**config.mk**
```make
export PLATFORM = sky130hd
export DESIGN_NAME = pi_antiwindup
export DESIGN_NICKNAME = d
export VERILOG_FILES = /design/src/rtl/foc_fixed_pkg.sv /design/src/rtl/fixed_mul.sv /design/src/rtl/pi_antiwindup.sv
export SDC_FILE = /design/constraint.sdc
export NUM_CORES = 1
export LEC_CHECK = 0
export CAP_MARGIN = 20
export CORE_MARGIN = 2
export CORE_UTILIZATION = 30
export DETAILED_ROUTE_END_ITERATION = 10
export HOLD_SLACK_MARGIN = 0.06
export PLACE_DENSITY = 0.45
export SLEW_MARGIN = 20
export SYNTH_ARGS = -nofsm -noshare
export SYNTH_HDL_FRONTEND = slang
export SYNTH_SLANG_ARGS = --single-unit
```
**constraint.sdc**
```tcl
create_clock -name clk -period 12.7 [get_ports clk]
set_input_delay 2.54 -clock clk [delete_from_list [all_inputs] [get_ports clk]]
set_output_delay 2.54 -clock clk [all_outputs]
set_load 0.02 [all_outputs]
```
**src/rtl/foc_fixed_pkg.sv**
```systemverilog
// Shared fixed-point types, limits clamp and PI sequencer states
// for the FOC current-loop regulators.
package foc_fixed_pkg;

    localparam int PI_N = 10;
    localparam int PI_F = 9;

    typedef logic signed [PI_N-1:0] word_t;
    typedef logic signed [PI_N+2:0] acc_t;

    typedef enum logic [2:0] {
        S_IDLE,
        S_MUL_P,
        S_MUL_I,
        S_SUM,
        S_OUT
    } pi_state_e;

    // Upper limit wins when the limits are inverted.
    function automatic acc_t clamp(
        input acc_t x,
        input acc_t hi,
        input acc_t lo
    );
        if (x > hi) return hi;
        if (x < lo) return lo;
        return x;
    endfunction

endpackage

```
**src/rtl/fixed_mul.sv**
```systemverilog
// Registered signed N x N multiply, arithmetic shift right by F,
// kept in N+1 bits (floor rounding).
module fixed_mul
    import foc_fixed_pkg::*;
#(
    parameter int N = PI_N,
    parameter int F = PI_F
) (
    input  logic                clk,
    input  logic                rst_n,
    input  logic signed [N-1:0] a_i,
    input  logic signed [N-1:0] b_i,
    output logic signed [N:0]   p_o
);

    logic signed [2*N-1:0] prod;
    logic signed [N:0]     p_q;

    assign prod = a_i * b_i;
    assign p_o  = p_q;

    always_ff @(posedge clk or negedge rst_n) begin
        if (!rst_n) begin
            p_q <= '0;
        end else begin
            p_q <= (N+1)'(prod >>> F);
        end
    end

endmodule

```
**src/rtl/pi_antiwindup.sv**
```systemverilog
// Sequential PI regulator with output limits and anti-windup.
// Define PI_BACKCALC_EN for back-calculation instead of conditional integration.
module pi_antiwindup
    import foc_fixed_pkg::*;
#(
    parameter int N = PI_N,
    parameter int F = PI_F
) (
    input  logic                clk,
    input  logic                rst_n,
    input  logic                in_valid,
    output logic                in_ready,
    input  logic signed [N-1:0] setpoint,
    input  logic signed [N-1:0] feedback,
    input  logic signed [N-1:0] kp,
    input  logic signed [N-1:0] ki,
    input  logic signed [N-1:0] out_max,
    input  logic signed [N-1:0] out_min,
    input  logic                integ_clr,
    output logic                out_valid,
    input  logic                out_ready,
    output logic signed [N-1:0] y,
    output logic signed [N-1:0] integ
);

    pi_state_e          state_q;
    logic               in_ready_q;
    logic               out_valid_q;
    logic signed [N-1:0] kp_q;
    logic signed [N-1:0] ki_q;
    logic signed [N-1:0] max_q;
    logic signed [N-1:0] min_q;
    logic signed [N-1:0] err_q;
    logic signed [N:0]   p_q;
    logic signed [N-1:0] y_q;
    logic signed [N-1:0] integ_q;

    logic signed [N:0]   err_wide;
    logic signed [N-1:0] err_d;
    logic signed [N-1:0] mul_a;
    logic signed [N:0]   mul_p;
    acc_t                p_w;
    acc_t                i_w;
    acc_t                inc_w;
    acc_t                hi_w;
    acc_t                lo_w;
    acc_t                u_try;
    acc_t                integ_w;
    acc_t                y_w;
    logic signed [N-1:0] integ_d;
    logic signed [N-1:0] y_d;
    logic                accept;

    assign accept    = in_valid && in_ready_q;
    assign in_ready  = in_ready_q;
    assign out_valid = out_valid_q;
    assign y         = y_q;
    assign integ     = integ_q;

    // Saturate the N+1-bit difference when its top two bits disagree.
    always_comb begin
        err_wide = {setpoint[N-1], setpoint} - {feedback[N-1], feedback};
        err_d    = err_wide[N-1:0];
        if (err_wide[N] != err_wide[N-1]) begin
            err_d = err_wide[N] ? {1'b1, {(N-1){1'b0}}}
                                : {1'b0, {(N-1){1'b1}}};
        end
    end

    assign mul_a = (state_q == S_MUL_P) ? kp_q : ki_q;

    fixed_mul #(
        .N (N),
        .F (F)
    ) u_mul (
        .clk   (clk),
        .rst_n (rst_n),
        .a_i   (mul_a),
        .b_i   (err_q),
        .p_o   (mul_p)
    );

    // In SUM the multiplier register holds inc, p_q holds p.
    always_comb begin
        p_w   = {{2{p_q[N]}}, p_q};
        inc_w = {{2{mul_p[N]}}, mul_p};
        i_w   = {{3{integ_q[N-1]}}, integ_q};
        hi_w  = {{3{max_q[N-1]}}, max_q};
        lo_w  = {{3{min_q[N-1]}}, min_q};
        u_try = p_w + i_w + inc_w;
`ifdef PI_BACKCALC_EN
        integ_w = clamp(i_w + inc_w - (u_try - clamp(u_try, hi_w, lo_w)),
                        hi_w, lo_w);
`else
        if ((u_try > hi_w && err_q > 0) || (u_try < lo_w && err_q < 0)) begin
            integ_w = i_w;
        end else begin
            integ_w = clamp(i_w + inc_w, hi_w, lo_w);
        end
`endif
        y_w     = clamp(p_w + integ_w, hi_w, lo_w);
        integ_d = N'(integ_w);
        y_d     = N'(y_w);
    end

    always_ff @(posedge clk or negedge rst_n) begin
        if (!rst_n) begin
            state_q     <= S_IDLE;
            in_ready_q  <= 1'b1;
            out_valid_q <= 1'b0;
            kp_q        <= '0;
            ki_q        <= '0;
            max_q       <= '0;
            min_q       <= '0;
            err_q       <= '0;
            p_q         <= '0;
            y_q         <= '0;
            integ_q     <= '0;
        end else begin
            if (integ_clr) begin
                integ_q <= '0;
            end else if (state_q == S_SUM) begin
                integ_q <= integ_d;
            end
            unique case (state_q)
                S_IDLE: begin
                    if (accept) begin
                        kp_q       <= kp;
                        ki_q       <= ki;
                        max_q      <= out_max;
                        min_q      <= out_min;
                        err_q      <= err_d;
                        in_ready_q <= 1'b0;
                        state_q    <= S_MUL_P;
                    end
                end
                S_MUL_P: begin
                    state_q <= S_MUL_I;
                end
                S_MUL_I: begin
                    p_q     <= mul_p;
                    state_q <= S_SUM;
                end
                S_SUM: begin
                    y_q         <= y_d;
                    out_valid_q <= 1'b1;
                    state_q     <= S_OUT;
                end
                S_OUT: begin
                    if (out_ready) begin
                        out_valid_q <= 1'b0;
                        in_ready_q  <= 1'b1;
                        state_q     <= S_IDLE;
                    end
                end
                default: begin
                    state_q <= S_IDLE;
                end
            endcase
        end
    end

endmodule

```
==> results of run 1 <==
[final cells by class]
type                       count  area (µm²)  area share
timing repair buffer          93         911      0.0678
tap                          518         648      0.0482
sequential                    97        2430       0.181
clock buffer                  10         229      0.0170
clock inverter                 6        67.6     0.00503
multi-input combinational    997        8600       0.640
inverter                     147         552      0.0411
[sequential cells by signal, indices dropped and copies added (netlist names)]
name / count
p_q: 11
u_mul.p_o: 11
err_q: 10
integ: 10
ki_q: 10
kp_q: 10
max_q: 10
min_q: 10
y: 10
state_q: 3
in_ready: 1
out_valid: 1
[layout by cell type, fill, tap and decap left out, types with 40 or more instances in the layout]
cell,n
sky130_fd_sc_hd__fa_1,105
sky130_fd_sc_hd__a21oi_1,58
sky130_fd_sc_hd__dfrtp_1,96
sky130_fd_sc_hd__o21ai_0,61
sky130_fd_sc_hd__and2_1,40
sky130_fd_sc_hd__ha_1,164
sky130_fd_sc_hd__nor2_1,45
sky130_fd_sc_hd__inv_1,147
sky130_fd_sc_hd__clkdlybuf4s50_1,85
sky130_fd_sc_hd__nand2_1,192
[worst paths after layout]
check	endpoint	start	slack (ns)
hold / removal	ki_q[7]$_DFFE_PN0P_	ki_q[7]$_DFFE_PN0P_	0.47
hold reg to reg	ki_q[7]$_DFFE_PN0P_	ki_q[7]$_DFFE_PN0P_	0.47
setup / recovery	y[9]$_DFFE_PN0P_	integ[1]$_DFFE_PN0P_	4.11
min in group asynchronous	state_q[0]$_DFFE_PN0P_	rst_n	2.10
max in group asynchronous	integ[7]$_DFFE_PN0P_	rst_n	9.35
setup reg to reg	y[9]$_DFFE_PN0P_	integ[1]$_DFFE_PN0P_	4.11
[worst register-to-register path, delay by kind of cell, from the launching register on]
kind	cells	cell delay (ns)
AOI/OAI and AO/OA	19	4.16
muxes	1	0.24
DFF	1	0.43
and+or+nand+nor	5	0.69
buffers and inverters	2	0.27
adders and majority gates	7	2.28
xor gates and xnor gates	2	0.40
[synth_stat cells, drive strengths merged, types with 9 or more instances]
| library cell | count |
|---|---|
| a21o | 26 |
| a21oi | 58 |
| and2 | 40 |
| clkbuf | 29 |
| dfrtp | 96 |
| fa | 105 |
| ha | 164 |
| inv | 147 |
| maj3 | 9 |
| mux2 | 27 |
| mux2i | 22 |
| nand2 | 192 |
| nand3 | 21 |
| nand4 | 11 |
| nor2 | 45 |
| nor2b | 15 |
| o211ai | 21 |
| o21a | 14 |
| o21ai | 65 |
| or2 | 13 |
| xnor2 | 35 |
| xor2 | 18 |
[layer usage]
metal  track usage  vias to the layer above  part of all wire
li1              -                     4476                 -
met1         0.227                     4447              0.50
met2         0.270                      128              0.46
met3        0.0245                       31             0.026
met4        0.0457                        0             0.019
met5             0                        -                 0
[per-stage QoR]
| stage | util | hold slack, ns | instances |
|---|---|---|---|
| 5_1_grt | 0.348 | 0.495 | 1868 |
| 6_report | 0.348 | 0.472 | 1868 |
| 4_1_cts | 0.348 | 0.478 | 1868 |
| 2_1_floorplan | - | 0.440 | 1278 |
| 3_3_place_gp | 0.340 | 0.457 | 1852 |
| 3_5_place_dp | 0.340 | 0.459 | 1852 |
[cells by family after synthesis]
logic type | Yosys count | synth area share
AOI/OAI and AO/OA | 244 | 0.137
xor gates and xnor gates | 53 | 0.0402
adders and majority gates | 278 | 0.362
buffers and inverters | 184 | 0.0600
DFF | 97 | 0.207
muxes | 49 | 0.0447
and+or+nand+nor | 373 | 0.149
==> metrics.txt, run 1 <==
number of detailed-routing iterations run before antenna repair=5; aggregate routed wire length=~32,000 µm; synthesis warning total=0; die area=0.0407 mm²; clock tree from TritonCTS=yes; cells taking the most area after synthesis=sky130_fd_sc_hd__dfrtp_1 20%, sky130_fd_sc_hd__fa_1 18%, sky130_fd_sc_hd__ha_1 18%; WP buf/inv=2; Final min period=8.59 ns; Die Wd=just over 200 µm; count of final hold-check violations=0; total non-filler cell area in the finished layout=0.0134 mm²; FMAX=~120 MHz; family of cells with the greatest summed delay on the critical path=compound AO/OA/AOI/OAI gates; initial antenna violation count=0; Synth top area share=0.205; Setup Fix Bufs, Post-CTS=0; top flip-flop cell by instance count after synthesis=sky130_fd_sc_hd__dfrtp_1; post-detailed-placement half-perimeter wirelength=approximately 26,000 µm; setup slack at placement=between 4 and 5 ns; Antenna Cells=0; delay of the slowest cell on the worst path=0.49 ns; RSZ-0062 raised after global routing=no; #FFs+latches synth=97; master of the slowest instance on the critical path=sky130_fd_sc_hd__fa_1; number of buffers inserted during clock tree synthesis=9; detailed-route wire length per cell=approximately 17 µm; clock root buffer master=sky130_fd_sc_hd__clkbuf_16; mean instance size in the synthesized netlist=between 9 and 10 µm²; crit path max fanout=13; number of enable flip-flop cells after synthesis=0; CP required=about 13 ns; Synth Cell Area=about 0.012 mm²; area of the core=around 0.039 mm²; quantity of gates resized following cts=0; proportion of synthesized flip-flops having asynchronous set or reset=1.00; critical path depth in cells=36; number of sinks handled by clock tree synthesis=97; total of fill cells in the finished design=3,971; Area Growth Syn to Fin=14.7%; Syn Inst Count=1,278; Net count, final=~1,700; syn_nets=roughly 1,600; Layout Skew=0.0160 ns; die height=between 200 and 250 µm; Critical Path AT=8.87 ns; Worst Setup End Kind=flop; share of layout cells above drive strength 1=0.0570; vias in the first global route=approximately 9,600; unique cell type count in the Yosys netlist=66; count of antenna-violating nets left after detailed routing=0; Vias per Instance=4.86; H-tree levels=3; share of synthesized area occupied by flip-flops and latches=0.207; Yosys top cell by area=sky130_fd_sc_hd__dfrtp_1; DRC violations left=0; placed standard-cell area=roughly 0.013 mm²; Tcrit/Tclk final=0.676; worst min-delay path class=reg -> reg; initial detailed-routing violation count=roughly 380; Port Buf Inserts=86; weighted congestion at the end of routability-driven global placement=0.877; count of vias placed by the detailed router=roughly 9,100; maximum clock path buffer count=2; startpoint type of the worst setup path=flop; clock transition time at the flip-flop clock pins of the worst setup and hold paths=approximately 0.07 ns; maxcap violations=0; Final setup viols=0; effective utilization at floorplan=0.303; run status=completed; Fin Setup TNS=0 ns; number of instances on the worst hold path=2; later-pin clock latency in the skew report=around 0.38 ns; min setup slack post-route=between 4 and 5 ns; kind of critical path=reg -> reg; # rows=72; Worst-Margin Slew=about 1.0 ns; global route overflow=0; Max Transition Viols Final=0; Total Routing Usage GR=0.165; depth of the most critical reg-to-reg path=36; wire length of the first global-routing pass=~52,000 µm; number of buffers inserted for hold repair after clock tree synthesis=0; IO Pins=87; normalized max-slew margin=0.304; pin count of the biggest net entering global routing=65
Power of run 1 is not shown: default switching activity piles up to over one toggle a cycle in this logic, so the estimate is an artifact.
==> run 2: changes to the inputs <==
==> constraint.sdc (replaced) <==
create_clock -name clk -period 8.4 [get_ports clk]
set_input_delay 1.68 -clock clk [delete_from_list [all_inputs] [get_ports clk]]
set_output_delay 1.68 -clock clk [all_outputs]
set_load 0.02 [all_outputs]
==> run 2 against run 1 <==
Compared with the run above: maximum frequency up 9.2%; hold slack barely moved; largest cell class unchanged; clock skew down 0.0058 ns; setup slack got worse by 3.6 ns; cell area is 1.5% higher; count of clock-buffer cells in the layout rose by 1; sequential cell count stayed put; via count increased by 0.37%; critical endpoint unchanged; final cell count increased by 0.80%; highest routed layer unchanged; core utilization is 0.53 points higher; first-iteration DRC count decreased by 2.1%.
==> metrics.txt, run 2 (synthesis gave the netlist of run 1 again) <==
Post-Layout Cell Count=approximately 1,900; Total Routing Usage GR=0.164; total placed cells including tap cells=approximately 1,900; startpoint type of the worst setup path=flop; Final min period=a little under 8 ns; initial antenna violation count=0; maximum clock path buffer count=2; later-pin clock latency in the skew report=approximately 0.37 ns; Port Buf Inserts=86; kind of critical path=reg -> reg; Area Growth Syn to Fin=16.4%; count of final hold-check violations=0; number of detailed-routing iterations run before antenna repair=5; H-tree levels=3; # rows=roughly 70; Worst Setup End Kind=flop; count of antenna-violating nets left after detailed routing=0; Tcrit/Tclk final=0.936; Max Transition Viols Final=0; global route overflow=0; clock transition time at the flip-flop clock pins of the worst setup and hold paths=about 0.07 ns; CP required=approximately 8.6 ns; number of buffers inserted during clock tree synthesis=9; Net count, final=1,694; commonest cells after routing, fill and taps aside=192 x sky130_fd_sc_hd__nand2_1, 164 x sky130_fd_sc_hd__ha_1, 147 x sky130_fd_sc_hd__inv_1; combined area of the multi-input logic cells=0.00870 mm²; met1 routed wirelength after detailed routing=around 16,000 µm; clock root buffer master=sky130_fd_sc_hd__clkbuf_16; DRC violations left=0; number of sinks handled by clock tree synthesis=a little under 100; detailed-route wire length per cell=about 17 µm; delay of the slowest cell on the worst path=about 0.48 ns; weighted congestion at the end of routability-driven global placement=approximately 0.83; aggregate routed wire length=between 30,000 and 40,000 µm; Fin Setup TNS=0 ns; Worst-Margin Slew=0.896 ns; WL met3=1020 µm; routed wire length on met2=roughly 14,000 µm; normalized max-slew margin=0.403; wire length of the first global-routing pass=around 52,000 µm; count of vias placed by the detailed router=between 9,000 and 10,000; Vias per Instance=4.84; area of the core=roughly 0.039 mm²; clock tree from TritonCTS=yes; Die Wd=slightly above 200 µm; die height=about 200 µm; Layout Skew=0.0101 ns; IO Pins=87; initial detailed-routing violation count=367; post-detailed-placement half-perimeter wirelength=approximately 26,000 µm; total of fill cells in the finished design=approximately 4,000; worst min-delay path class=reg -> reg; top layer reached by signal wires=met4; master of the slowest instance on the critical path=sky130_fd_sc_hd__fa_1; number of buffers inserted for hold repair after clock tree synthesis=0; Final setup viols=0; crit path max fanout=8; vias in the first global route=around 9,600; RSZ-0062 raised after global routing=no; final core utilization=0.353; Critical Path AT=8.11 ns; commonest non-fill, non-tap cell in the layout=sky130_fd_sc_hd__nand2_1; run status=completed; FMAX=about 130 MHz; effective utilization at floorplan=0.303; Antenna Cells=0; pin count of the biggest net entering global routing=approximately 70; sequential cell area in the final layout=0.00243 mm²; die area=about 0.04 mm²; maxcap violations=0; share of layout cells above drive strength 1=0.0755
[run 2: cell count changes in the layout (fill, tap and decap cells not counted), moves of 2 or more]
cell,before,now
sky130_fd_sc_hd__buf_6,0,2
sky130_fd_sc_hd__a2111oi_0,5,2
sky130_fd_sc_hd__buf_4,8,21
sky130_fd_sc_hd__nor2_1,45,43
sky130_fd_sc_hd__a21oi_2,0,4
sky130_fd_sc_hd__a21oi_1,58,54
sky130_fd_sc_hd__a2111oi_4,0,2
sky130_fd_sc_hd__o21ai_1,3,6
sky130_fd_sc_hd__o21ai_0,61,58
sky130_fd_sc_hd__nor2_2,0,2
[run 2: cell type report]
type | instances | area share
repair buffers | 108 | 0.0756
flip-flops and latches | 97 | 0.178
clock buffers | 11 | 0.0171
clock inverters | 5 | 0.00413
well taps | 518 | 0.0475
inverters | 147 | 0.0404
multi-input cells | 997 | 0.637
[run 2: path summary, 6_finish.rpt]
check | slack (ns) | end | cells past startpoint | startpoint
max in group asynchronous | 5.92 | integ[9]$_DFFE_PN0P_ | 2 | rst_n
min in group asynchronous | 1.23 | ki_q[0]$_DFFE_PN0P_ | 1 | rst_n
min reg2reg | 0.47 | ki_q[3]$_DFFE_PN0P_ | 2 | ki_q[3]$_DFFE_PN0P_
max | 0.53 | y[9]$_DFFE_PN0P_ | 38 | integ[1]$_DFFE_PN0P_
max reg2reg | 0.53 | y[9]$_DFFE_PN0P_ | 38 | integ[1]$_DFFE_PN0P_
min | 0.47 | ki_q[3]$_DFFE_PN0P_ | 2 | ki_q[3]$_DFFE_PN0P_
[run 2: through the flow]
stage                     hold slack [ns]  worst slack, ns  area [µm²]
after floorplan                     0.440            0.574       11700
after global placement              0.458         -0.00120       13200
after detailed placement            0.459           -0.109       13200
after CTS                           0.477           0.0730       13500
after global routing                0.490           0.0118       13600
final                               0.472            0.535       13600
[run 2: what timing repair did]
item / in CTS / in global routing
resized for setup: 5 / 21
setup buffers: 0 / 3
pin swaps: 0 / 2
cloned: 0 / 1
endpoints found under the setup margin: 10 / 10
[run 2: worst max-delay path: cells and delay by family, from the launching register on]
kind | cells | cell delay, ns
compound gates | 18 | 3.17
buf+inv | 3 | 0.55
simple gates | 7 | 0.93
xor+xnor | 2 | 0.24
fa+ha+maj | 6 | 1.87
mux | 2 | 0.54
flops | 1 | 0.43
[run 2: routing by layer]
layer  vias up  global-route usage
li1       4504                   -
met3        34              0.0248
met1      4430               0.227
met4         0              0.0502
met2       148               0.265
met5         -                   0
Power of run 2 is left out for the same reason.
==> run 3: changes to the inputs <==
--- a/config.mk
+++ b/config.mk
@@ -9,6 +9,7 @@
 export CORE_MARGIN = 2
 export CORE_UTILIZATION = 30
 export DETAILED_ROUTE_END_ITERATION = 10
+export GPL_TIMING_DRIVEN = 0
 export HOLD_SLACK_MARGIN = 0.06
 export PLACE_DENSITY = 0.45
 export SLEW_MARGIN = 20
==> run 3 against run 2 <==
Compared with the run above: hold slack got worse by 0.0023 ns; die area stayed put; critical endpoint is now y[5]$_DFFE_PN0P_; cell area increased by 2.8%; clock skew increased by 0.0011 ns.
==> metrics.txt, run 3 (synthesis gave the netlist of run 1 again) <==
run status=completed; delay of the slowest cell on the worst path=around 0.53 ns; FMAX=between 100 and 150 MHz; crit path max fanout=8; WP buf/inv=4; most frequent cell on the critical path=sky130_fd_sc_hd__a21oi_2; DRC violations left=0; Critical Path AT=about 8.4 ns; # rows=slightly above 70; Total Routing Usage GR=0.166; Max Transition Viols Final=0; initial detailed-routing violation count=~390; clock root buffer master=sky130_fd_sc_hd__clkbuf_16; die height=between 200 and 250 µm; pin count of the biggest net entering global routing=between 50 and 60; master of the slowest instance on the critical path=sky130_fd_sc_hd__fa_1; commonest cells after routing, fill and taps aside=192 x sky130_fd_sc_hd__nand2_1, 158 x sky130_fd_sc_hd__ha_1, 146 x sky130_fd_sc_hd__inv_1; H-tree levels=3; count of final hold-check violations=0; HP Start=kp_q[9]$_DFFE_PN0P_; sequential cell area in the final layout=0.00243 mm²; clock tree from TritonCTS=yes; weighted congestion at the end of routability-driven global placement=between 0.8 and 0.9; share of layout cells above drive strength 1=0.0999; area of the core=between 0.03 and 0.04 mm²; count of vias placed by the detailed router=approximately 9,000; count of antenna-violating nets left after detailed routing=0; vias in the first global route=approximately 10,000; normalized max-slew margin=0.416; post-detailed-placement half-perimeter wirelength=~28,000 µm; IO Pins=between 80 and 90; Vias per Instance=around 4.8; later-pin clock latency in the skew report=0.37 ns; number of detailed-routing iterations run before antenna repair=4; depth of the most critical reg-to-reg path=39; Net count, final=1,730; family of cells with the greatest summed delay on the critical path=compound AO/OA/AOI/OAI gates; CP required=8.68 ns; clock transition time at the flip-flop clock pins of the worst setup and hold paths=0.08 ns; Worst-Margin Slew=between 0.8 and 0.9 ns; Final min period=about 8 ns; detailed-route wire length per cell=17.1 µm; Antenna Cells=0; maximum clock path buffer count=2; global route overflow=0; Die Wd=202 µm; initial antenna violation count=1; number of buffers inserted during clock tree synthesis=9; worst reg2reg path startpoint=p_q[1]$_DFFE_PN0N_; Worst Setup End Kind=flop; Layout Skew=0.0112 ns; kind of critical path=reg -> reg; die area=~0.04 mm²; effective utilization at floorplan=0.303; commonest non-fill, non-tap cell in the layout=sky130_fd_sc_hd__nand2_1; Area Growth Syn to Fin=19.6%; maxcap violations=0; startpoint type of the worst setup path=flop; Final setup viols=0; aggregate routed wire length=approximately 33,000 µm; worst min-delay path class=reg -> reg; hold-critical path endpoint=kp_q[9]$_DFFE_PN0P_; wire length of the first global-routing pass=52,800 µm; Reg2Reg Capture Point=y[5]$_DFFE_PN0P_; number of instances on the worst hold path=2; Tcrit/Tclk final=0.962; total of fill cells in the finished design=between 3,000 and 4,000; combined area of the multi-input logic cells=about 0.0089 mm²; internal reg-to-reg setup slack=between 0.3 and 0.4 ns; final core utilization=0.363; Port Buf Inserts=85; number of sinks handled by clock tree synthesis=97
## run 3: through the flow
step | instances | hold WS (ns) | instance area (µm²) | TNS, ns | setup WS (ns)
after detailed placement | 1882 | 0.457 | 13200 | -12.77 | -1.29
after CTS | 1908 | 0.477 | 13800 | 0 | 0.0301
after floorplan | 1278 | 0.440 | 11700 | 0 | 0.574
after global placement | 1881 | 0.458 | 13200 | -12.72 | -1.29
final | 1919 | 0.470 | 14000 | 0 | 0.315
after global routing | 1919 | 0.492 | 14000 | -0.133 | -0.0239
## run 3: final cells by class
cell class	instances	area share
well taps	518	0.0462
repair buffers	109	0.0771
multi-input cells	997	0.632
clock buffers	10	0.0163
clock inverters	6	0.00544
plain buffers	35	0.0105
inverters	147	0.0394
flip-flops and latches	97	0.173
## run 3: worst max-delay path by stage
stage                              start                to  slack, ns  depth (start not counted)
floorplan           integ[1]$_DFFE_PN0P_  y[0]$_DFFE_PN0P_       0.57                         37
global placement    integ[1]$_DFFE_PN0P_  y[9]$_DFFE_PN0P_      -1.29                         37
detailed placement  integ[1]$_DFFE_PN0P_  y[5]$_DFFE_PN0P_      -1.29                         37
CTS                 integ[1]$_DFFE_PN0P_  y[5]$_DFFE_PN0P_       0.03                         37
global route          p_q[1]$_DFFE_PN0N_  y[7]$_DFFE_PN0P_      -0.02                         40
finish                p_q[1]$_DFFE_PN0N_  y[5]$_DFFE_PN0P_       0.32                         39
## run 3: per-layer routing
metal | up-vias | GRT usage | wire length, µm
met2 | 131 | 0.295 | 16200
met5 | - | 0 | 0
met4 | 0 | 0.0425 | 710
li1 | 4578 | - | -
met3 | 30 | 0.0167 | 793
met1 | 4533 | 0.216 | 15100
## run 3: timing repair
item	4_1_cts	5_1_grt
resized for setup	38	36
cloned	1	0
pin swaps	13	35
endpoints found under the setup margin	10	10
hold buffers	0	0
setup buffers	9	13
## run 3: worst min-delay path: stages, from the launching register on
cell	delay, ns
sky130_fd_sc_hd__dfrtp_1	0.34
sky130_fd_sc_hd__nand2_1	0.05
sky130_fd_sc_hd__nand2_1	0.05
Power of run 3 is left out for the same reason.
